[src/rtl/alu_iterative_pkg.sv]
// alu_iterative_pkg: opcodes, FSM states and datapath defaults shared by the ALU and the decoder
package alu_iterative_pkg;
  localparam int WIDTH_DEF = 32;
  localparam int SHAMT_W_DEF = 5;
  localparam logic [3:0] ALU_ADD = 4'd0;
  localparam logic [3:0] ALU_SUB = 4'd1;
  localparam logic [3:0] ALU_SLL = 4'd2;
  localparam logic [3:0] ALU_SLT = 4'd3;
  localparam logic [3:0] ALU_SLTU = 4'd4;
  localparam logic [3:0] ALU_XOR = 4'd5;
  localparam logic [3:0] ALU_SRL = 4'd6;
  localparam logic [3:0] ALU_SRA = 4'd7;
  localparam logic [3:0] ALU_OR = 4'd8;
  localparam logic [3:0] ALU_AND = 4'd9;
  typedef enum logic {ST_IDLE = 1'b0, ST_SHIFT = 1'b1} state_t;
  function automatic logic is_shift(input logic [3:0] op);
    return op == ALU_SLL || op == ALU_SRL || op == ALU_SRA;
  endfunction
endpackage

[src/rtl/alu_comb.sv]
// alu_comb: single-cycle ALU ops; shifts and illegal codes give 0 here
module alu_comb
  import alu_iterative_pkg::*;
#(
  parameter int WIDTH = WIDTH_DEF
) (
  input  logic [3:0]       op,
  input  logic [WIDTH-1:0] a,
  input  logic [WIDTH-1:0] b,
  output logic [WIDTH-1:0] y
);
  logic slt, sltu;
  assign slt = $signed(a) < $signed(b);
  assign sltu = a < b;
  // single-cycle result select
  always_comb begin
    y = op == ALU_ADD  ? a + b :
        op == ALU_SUB  ? a - b :
        op == ALU_SLT  ? {{(WIDTH-1){1'b0}}, slt} :
        op == ALU_SLTU ? {{(WIDTH-1){1'b0}}, sltu} :
        op == ALU_XOR  ? a ^ b :
        op == ALU_OR   ? a | b :
        op == ALU_AND  ? a & b : '0;
  end
endmodule

[src/rtl/alu_iterative.sv]
// alu_iterative: execute-stage ALU with single-cycle logic ops and bit-serial shifts
module alu_iterative
  import alu_iterative_pkg::*;
#(
  parameter int WIDTH = WIDTH_DEF,
  parameter int SHAMT_W = SHAMT_W_DEF
) (
  input  logic             clk,
  input  logic             rst,
  input  logic             start,
  input  logic [3:0]       alu_op,
  input  logic [WIDTH-1:0] a,
  input  logic [WIDTH-1:0] b,
  output logic             busy,
  output logic             done,
  output logic [WIDTH-1:0] result,
  output logic             zero
);
  state_t state_q, state_d;
  logic [WIDTH-1:0] acc_q, acc_d, acc_sh, result_q, result_d, comb_y;
  logic [SHAMT_W-1:0] cnt_q, cnt_d, shamt;
  logic [3:0] op_q, op_d;
  logic done_q, done_d, zero_q;
  alu_comb #(.WIDTH(WIDTH)) u_comb (.op(alu_op), .a(a), .b(b), .y(comb_y));
  assign shamt = b[SHAMT_W-1:0];
  assign busy = state_q == ST_SHIFT;
  assign done = done_q;
  assign result = result_q;
  assign zero = zero_q;
  // next state: accept in IDLE, step the shift one bit per clock in SHIFT
  always_comb begin
    state_d = state_q;
    acc_d = acc_q;
    cnt_d = cnt_q;
    op_d = op_q;
    done_d = 1'b0;
    result_d = result_q;
    acc_sh = op_q == ALU_SLL ? acc_q << 1 :
             op_q == ALU_SRA ? {acc_q[WIDTH-1], acc_q[WIDTH-1:1]} : acc_q >> 1;
    if (state_q == ST_IDLE) begin
      if (start && is_shift(alu_op) && shamt != '0) begin
        state_d = ST_SHIFT;
        acc_d = a;
        cnt_d = shamt;
        op_d = alu_op;
      end else if (start) begin
        result_d = is_shift(alu_op) ? a : comb_y;
        done_d = 1'b1;
      end
    end else begin
      acc_d = acc_sh;
      cnt_d = cnt_q - 1'b1;
      if (cnt_q == SHAMT_W'(1)) begin
        state_d = ST_IDLE;
        result_d = acc_sh;
        done_d = 1'b1;
      end
    end
  end
  // state and output registers; reset aborts any shift in flight
  always_ff @(posedge clk) begin
    if (rst) begin
      state_q <= ST_IDLE;
      acc_q <= '0;
      cnt_q <= '0;
      op_q <= ALU_ADD;
      done_q <= 1'b0;
      result_q <= '0;
      zero_q <= 1'b1;
    end else begin
      state_q <= state_d;
      acc_q <= acc_d;
      cnt_q <= cnt_d;
      op_q <= op_d;
      done_q <= done_d;
      result_q <= result_d;
      zero_q <= ~|result_d;
    end
  end
endmodule
[config.mk]
export PLATFORM = sky130hd
export DESIGN_NAME = alu_iterative
export DESIGN_NICKNAME = d
export VERILOG_FILES = /design/src/rtl/alu_iterative_pkg.sv /design/src/rtl/alu_comb.sv /design/src/rtl/alu_iterative.sv
export SDC_FILE = /design/constraint.sdc
export NUM_CORES = 1
export LEC_CHECK = 0
export BUFFER_PORTS_ARGS = -buffer_cell sky130_fd_sc_hd__buf_4
export CORE_ASPECT_RATIO = 1.75
export CORE_MARGIN = 3
export CORE_UTILIZATION = 55
export DETAILED_ROUTE_END_ITERATION = 16
export PLACE_DENSITY = 0.79
export SYNTH_ARGS = -nofsm -noshare
export SYNTH_HDL_FRONTEND = slang
export SYNTH_SLANG_ARGS = --single-unit
export TNS_END_PERCENT = 20
[constraint.sdc]
create_clock -name clk -period 3.2 [get_ports clk]
set_input_delay 0.32 -clock clk [delete_from_list [all_inputs] [get_ports clk]]
set_output_delay 0.32 -clock clk [all_outputs]
set_load 0.005 [all_outputs]
==> impl_metrics.yaml, run 1 <==
yosys:
  synth_simple_gate_area_frac: 0.210
  yosysSeqAreaShare: 0.158
  postSynthCellCount: 1360
  synth_fa_ha_area_frac: 0.131
  ys_ff_latch: 76
  synth_top_area_share: 0.158
  ys_warn_count: 0
  synth.distinct_cells: 82
  synth_area_um2: 9650
  synthMuxAreaShare: 0.0385
  synth_top_family_by_area: "compound AO/OA/AOI/OAI gates"
  yosys.area_share.xor_xnor: 0.0200
  synth_fp_nets: 1531
  yosys.area.top_type: "dfxtp_1"
  ys.flop_type: "dfxtp_1"
  synth_edf_count: 0
  avgSynthCellArea_um2: 7.09
  synthTopCellsByArea: "dfxtp_1 (16%), ha_1 (13%), a21oi_1 (6.7%)"
  synth_compound_area_frac: 0.361
  async_reset_ff_frac: 0
clocking:
  clk_path_buf_depth: 2
  h-tree-depth: 3
  clock_sinks: 76
  numCtsBuffers: 9
  root_buffer: "clkbuf_16"
  cts_hold_buf: 0
global_routing:
  grt_pass1_wl_um: 87000
  grt_pass1_vias: 14993
  gr-total-overflow: 2
  track_usage: 0.595
  grt_max_degree: 77
floorplanning:
  die_h_um: 181
  num_rows: 63
  start_util: 0.564
  die_x_um: 106
  io_pins: 106
outcome:
  status: "aborted with a tool error"
  flow.stopped_at: "global routing"
  error_message: "[ERROR GRT-0116] Global routing finished with congestion. Check the congestion regions in the DRC Viewer."
place:
  hpwlAfterDp_um: 40300
  post_dp_cell_area_um2: 13500
  io_buffers: 105
  gp_congestion: 1.15
## synth_stat cells, types with 20 or more instances
cell type / instances
a211oi_1: 85
nor3_1: 31
dfxtp_1: 76
xnor2_1: 20
mux2i_1: 36
nor2b_1: 31
nand3_1: 30
o21ai_0: 75
o31ai_1: 22
ha_1: 98
inv_1: 103
nand2_1: 84
nor2_1: 146
clkbuf_1: 71
a21oi_1: 129
## logic make-up after synthesis
logic type,Yosys count
xor+xnor,22
simple gates,415
fa+ha+maj,100
mux,37
buf+inv,202
compound gates,508
flops,76
## through the flow
step                      hold WS [ns]  setup WS, ns  TNS, ns   util  cells
after global placement           0.463        -0.814    -4.10  0.789   2000
after CTS                        0.429        -0.146   -0.146  0.823   2022
after floorplan                  0.447       -0.0794  -0.0794      -   1360
after detailed placement         0.483        -0.798    -4.42  0.789   2000
## layer usage
| metal | track usage | GRT overflow |
|---|---|---|
| met1 | 0.544 | 0 |
| met2 | 0.868 | 2 |
| met3 | 0.310 | 0 |
| met4 | 0.686 | 0 |
| met5 | 0.00529 | 0 |
## what timing repair did
item | 4_1_cts
pin swaps | 18
setup buffers | 6
resized for setup | 42
endpoints found under the setup margin | 6
cloned | 0
==> inputs of run 2 (changes only) <==
Settings changed: CORE_ASPECT_RATIO 1.75 to unset, CORE_UTILIZATION 55 to 40, PLACE_DENSITY 0.79 to unset, PLACE_DENSITY_LB_ADDON set to 0.15.
Clock period 3.2 ns to 4.2 ns, I/O delays scaled along.
==> run 2 against run 1 <==
Compared with the run above:
- the flow now finishes without violations
- area after synthesis stayed put
- synthesized cell count is the same
==> impl_metrics.yaml, run 2 <==
timing:
  fin_crit_ns: 3.90
  slew_headroom: 0.402
  fin_tns_setup_ns: 0
  finalHoldViolCount: 0
  max_clock_freq_ghz: 0.256
  setup_viol: 0
  report.final.slew_viol_count: 0
  worstMarginPinSlew_ns: 0.897
  skew_ns: 0.0122
  rsz0062_at_grt: "false"
  finalCritPeriodShare: 0.929
routing:
  drt_iter0_drc: 1207
  vias: 11421
  wirelength_um: 43300
  ant_nets: 0
  wl_per_cell_um: 24.2
  dr.pass1.iters: 5
  drc_errors: 0
  via_per_inst: 6.38
global_routing:
  grt_pass1_wl_um: 66000
  gr-total-overflow: 0
  antenna_found_initial: 0
  grt_pass1_vias: 10910
  track_usage: 0.325
  grt_max_degree: 77
floorplanning:
  start_util: 0.408
  io_pins: 106
  die_x_um: 161
  dieArea_um2: 26000
  num_rows: 56
  die_h_um: 161
  coreArea_um2: 23600
setup_path:
  max_stage_delay_ns: 0.54
  worst_setup_path_start_kind: "primary input"
  arrival_ns: 4.18
  crit_required_ns: 4.48
  crit_slowest_cell: "o221ai_1"
  path_common_cell: "nand4_1"
  crit_chain: "buf_4, inv_1, ha_1, fa_1, o21bai_1, nand4_1, a21boi_0, o31ai_1, o221ai_1, a31oi_1, o22ai_1, nand4_1, nor4b_2, and4_1, a41o_1"
  crit_family: "compound AO/OA/AOI/OAI gates"
  path_class: "primary input to flop"
  worstPathMaxFanout: 3
  cp.buffers_inverters: 2
  critPathCaptureType: "flop"
final_layout:
  fin_area_um2: 11500
  n_antenna_cell: 0
  fin_util: 0.486
  final_common_cell: "buf_4"
  layout_common_cells: "buf_4 (190), nor2_1 (145), a21oi_1 (129)"
  final_nets: 1636
  syn_to_final_growth_pct: 18.9
  drive_gt1_frac: 0.157
place:
  gp_congestion: 1.00
  io_buffers: 105
  post_dp_cell_area_um2: 11100
  hpwlAfterDp_um: 33500
clocking:
  h-tree-depth: 3
  cts_resized: 0
  clk_path_buf_depth: 2
  post-cts-setup-buffers: 0
  cts_hold_buf: 0
  clk_latency_ns: 0.35
  tritoncts: "done"
  clock_sinks: 76
  root_buffer: "clkbuf_16"
  numCtsBuffers: 9
  path_clk_slew_ns: 0.06
pwr:
  power_mw: 3.03
  peakVddDrop_mv: 0.170
  total_leakage_power_nw: 4.83
  power.density_nw_per_um2: 264
yosys:
  synth_edf_count: 0
  postSynthCellCount: 1360
  synth.distinct_cells: 82
  avgSynthCellArea_um2: 7.09
  yosysMostFrequentCell: "nor2_1"
  yosysSeqAreaShare: 0.158
  ys.flop_type: "dfxtp_1"
  synthTopCellsByArea: "dfxtp_1 (16%), ha_1 (13%), a21oi_1 (6.7%)"
  async_reset_ff_frac: 0
  yosys.area.top_type: "dfxtp_1"
  synth_fp_nets: 1531
  ys_warn_count: 0
  synth_common_cells: "nor2_1 (146), a21oi_1 (129), inv_1 (103), ha_1 (98), a211oi_1 (85)"
  synth_top_area_share: 0.158
  synth_area_um2: 9650
  ys_ff_latch: 76
outcome:
  status: "complete, no violations"
run:
  maxCapViolCount: 0
worst_hold_path:
  hold_class: "primary input to flop"
run 2: cell counts after synthesis:
Identical to the previous run, type by type.
run 2: path summary, 6_finish.rpt:
path                  from       end  slack, ns  cells past startpoint
setup / recovery      a[0]      zero       0.30                     15
hold / removal       start      busy       0.43                      3
setup reg to reg   op_q[0]      zero       0.64                     12
hold reg to reg   cnt_q[4]  cnt_q[4]       0.48                      2
run 2: worst reg2reg max path, cell delays in order, from the launching register on:
cell       delay [ns]
dfxtp_1          0.36
nor4b_4          0.27
buf_4            0.29
buf_4            0.40
mux2i_1          0.38
o21ai_0          0.17
a2111oi_0        0.54
and3_1           0.24
a311oi_1         0.05
buf_4            0.18
nor4_1           0.24
and4_1           0.22
a41o_1           0.16
run 2: routing by layer:
metal  vias up  wire length [µm]  global-route usage
li1       5269                 -                   -
met1      5398             18400               0.437
met2       625             19200               0.518
met3       129              3420              0.0421
met4         0              2250               0.149
met5         -                 0                   0
run 2: layout make-up:
type	count	area (µm²)
multi-input cells	1082	7380
flip-flops and latches	76	1520
repair buffers	190	1430
fillers	2446	12100
inverters	106	398
clock buffers	12	267
clock inverters	4	77.6
well taps	319	399
run 2: kinds of logic (layout without fill, tap and decap cells):
kind of cell    count (synthesis)  in the layout  share of synthesized area
mux                            37             37                     0.0385
compound gates                508            508                      0.361
buf+inv                       202            312                     0.0815
flops                          76             76                      0.158
xor+xnor                       22             22                     0.0200
fa+ha+maj                     100            100                      0.131
simple gates                  415            415                      0.210
run 2: metrics by stage:
stage	hold slack (ns)	cells	setup WS, ns
after global placement	0.469	1773	0.126
after detailed placement	0.477	1773	0.0827
after CTS	0.431	1789	0.433
after floorplan	0.447	1360	0.747
after global routing	0.447	1789	0.170
final	0.433	1789	0.300
run 2: report_power, final:
group / internal (mW) / switching [mW] / total [mW]
Combinational: 0.498 / 0.789 / 1.29
Clock: 0.575 / 0.355 / 0.930
Sequential: 0.770 / 0.0443 / 0.814
Total: 1.84 / 1.19 / 3.03
Power figures use the tool's default switching activity.
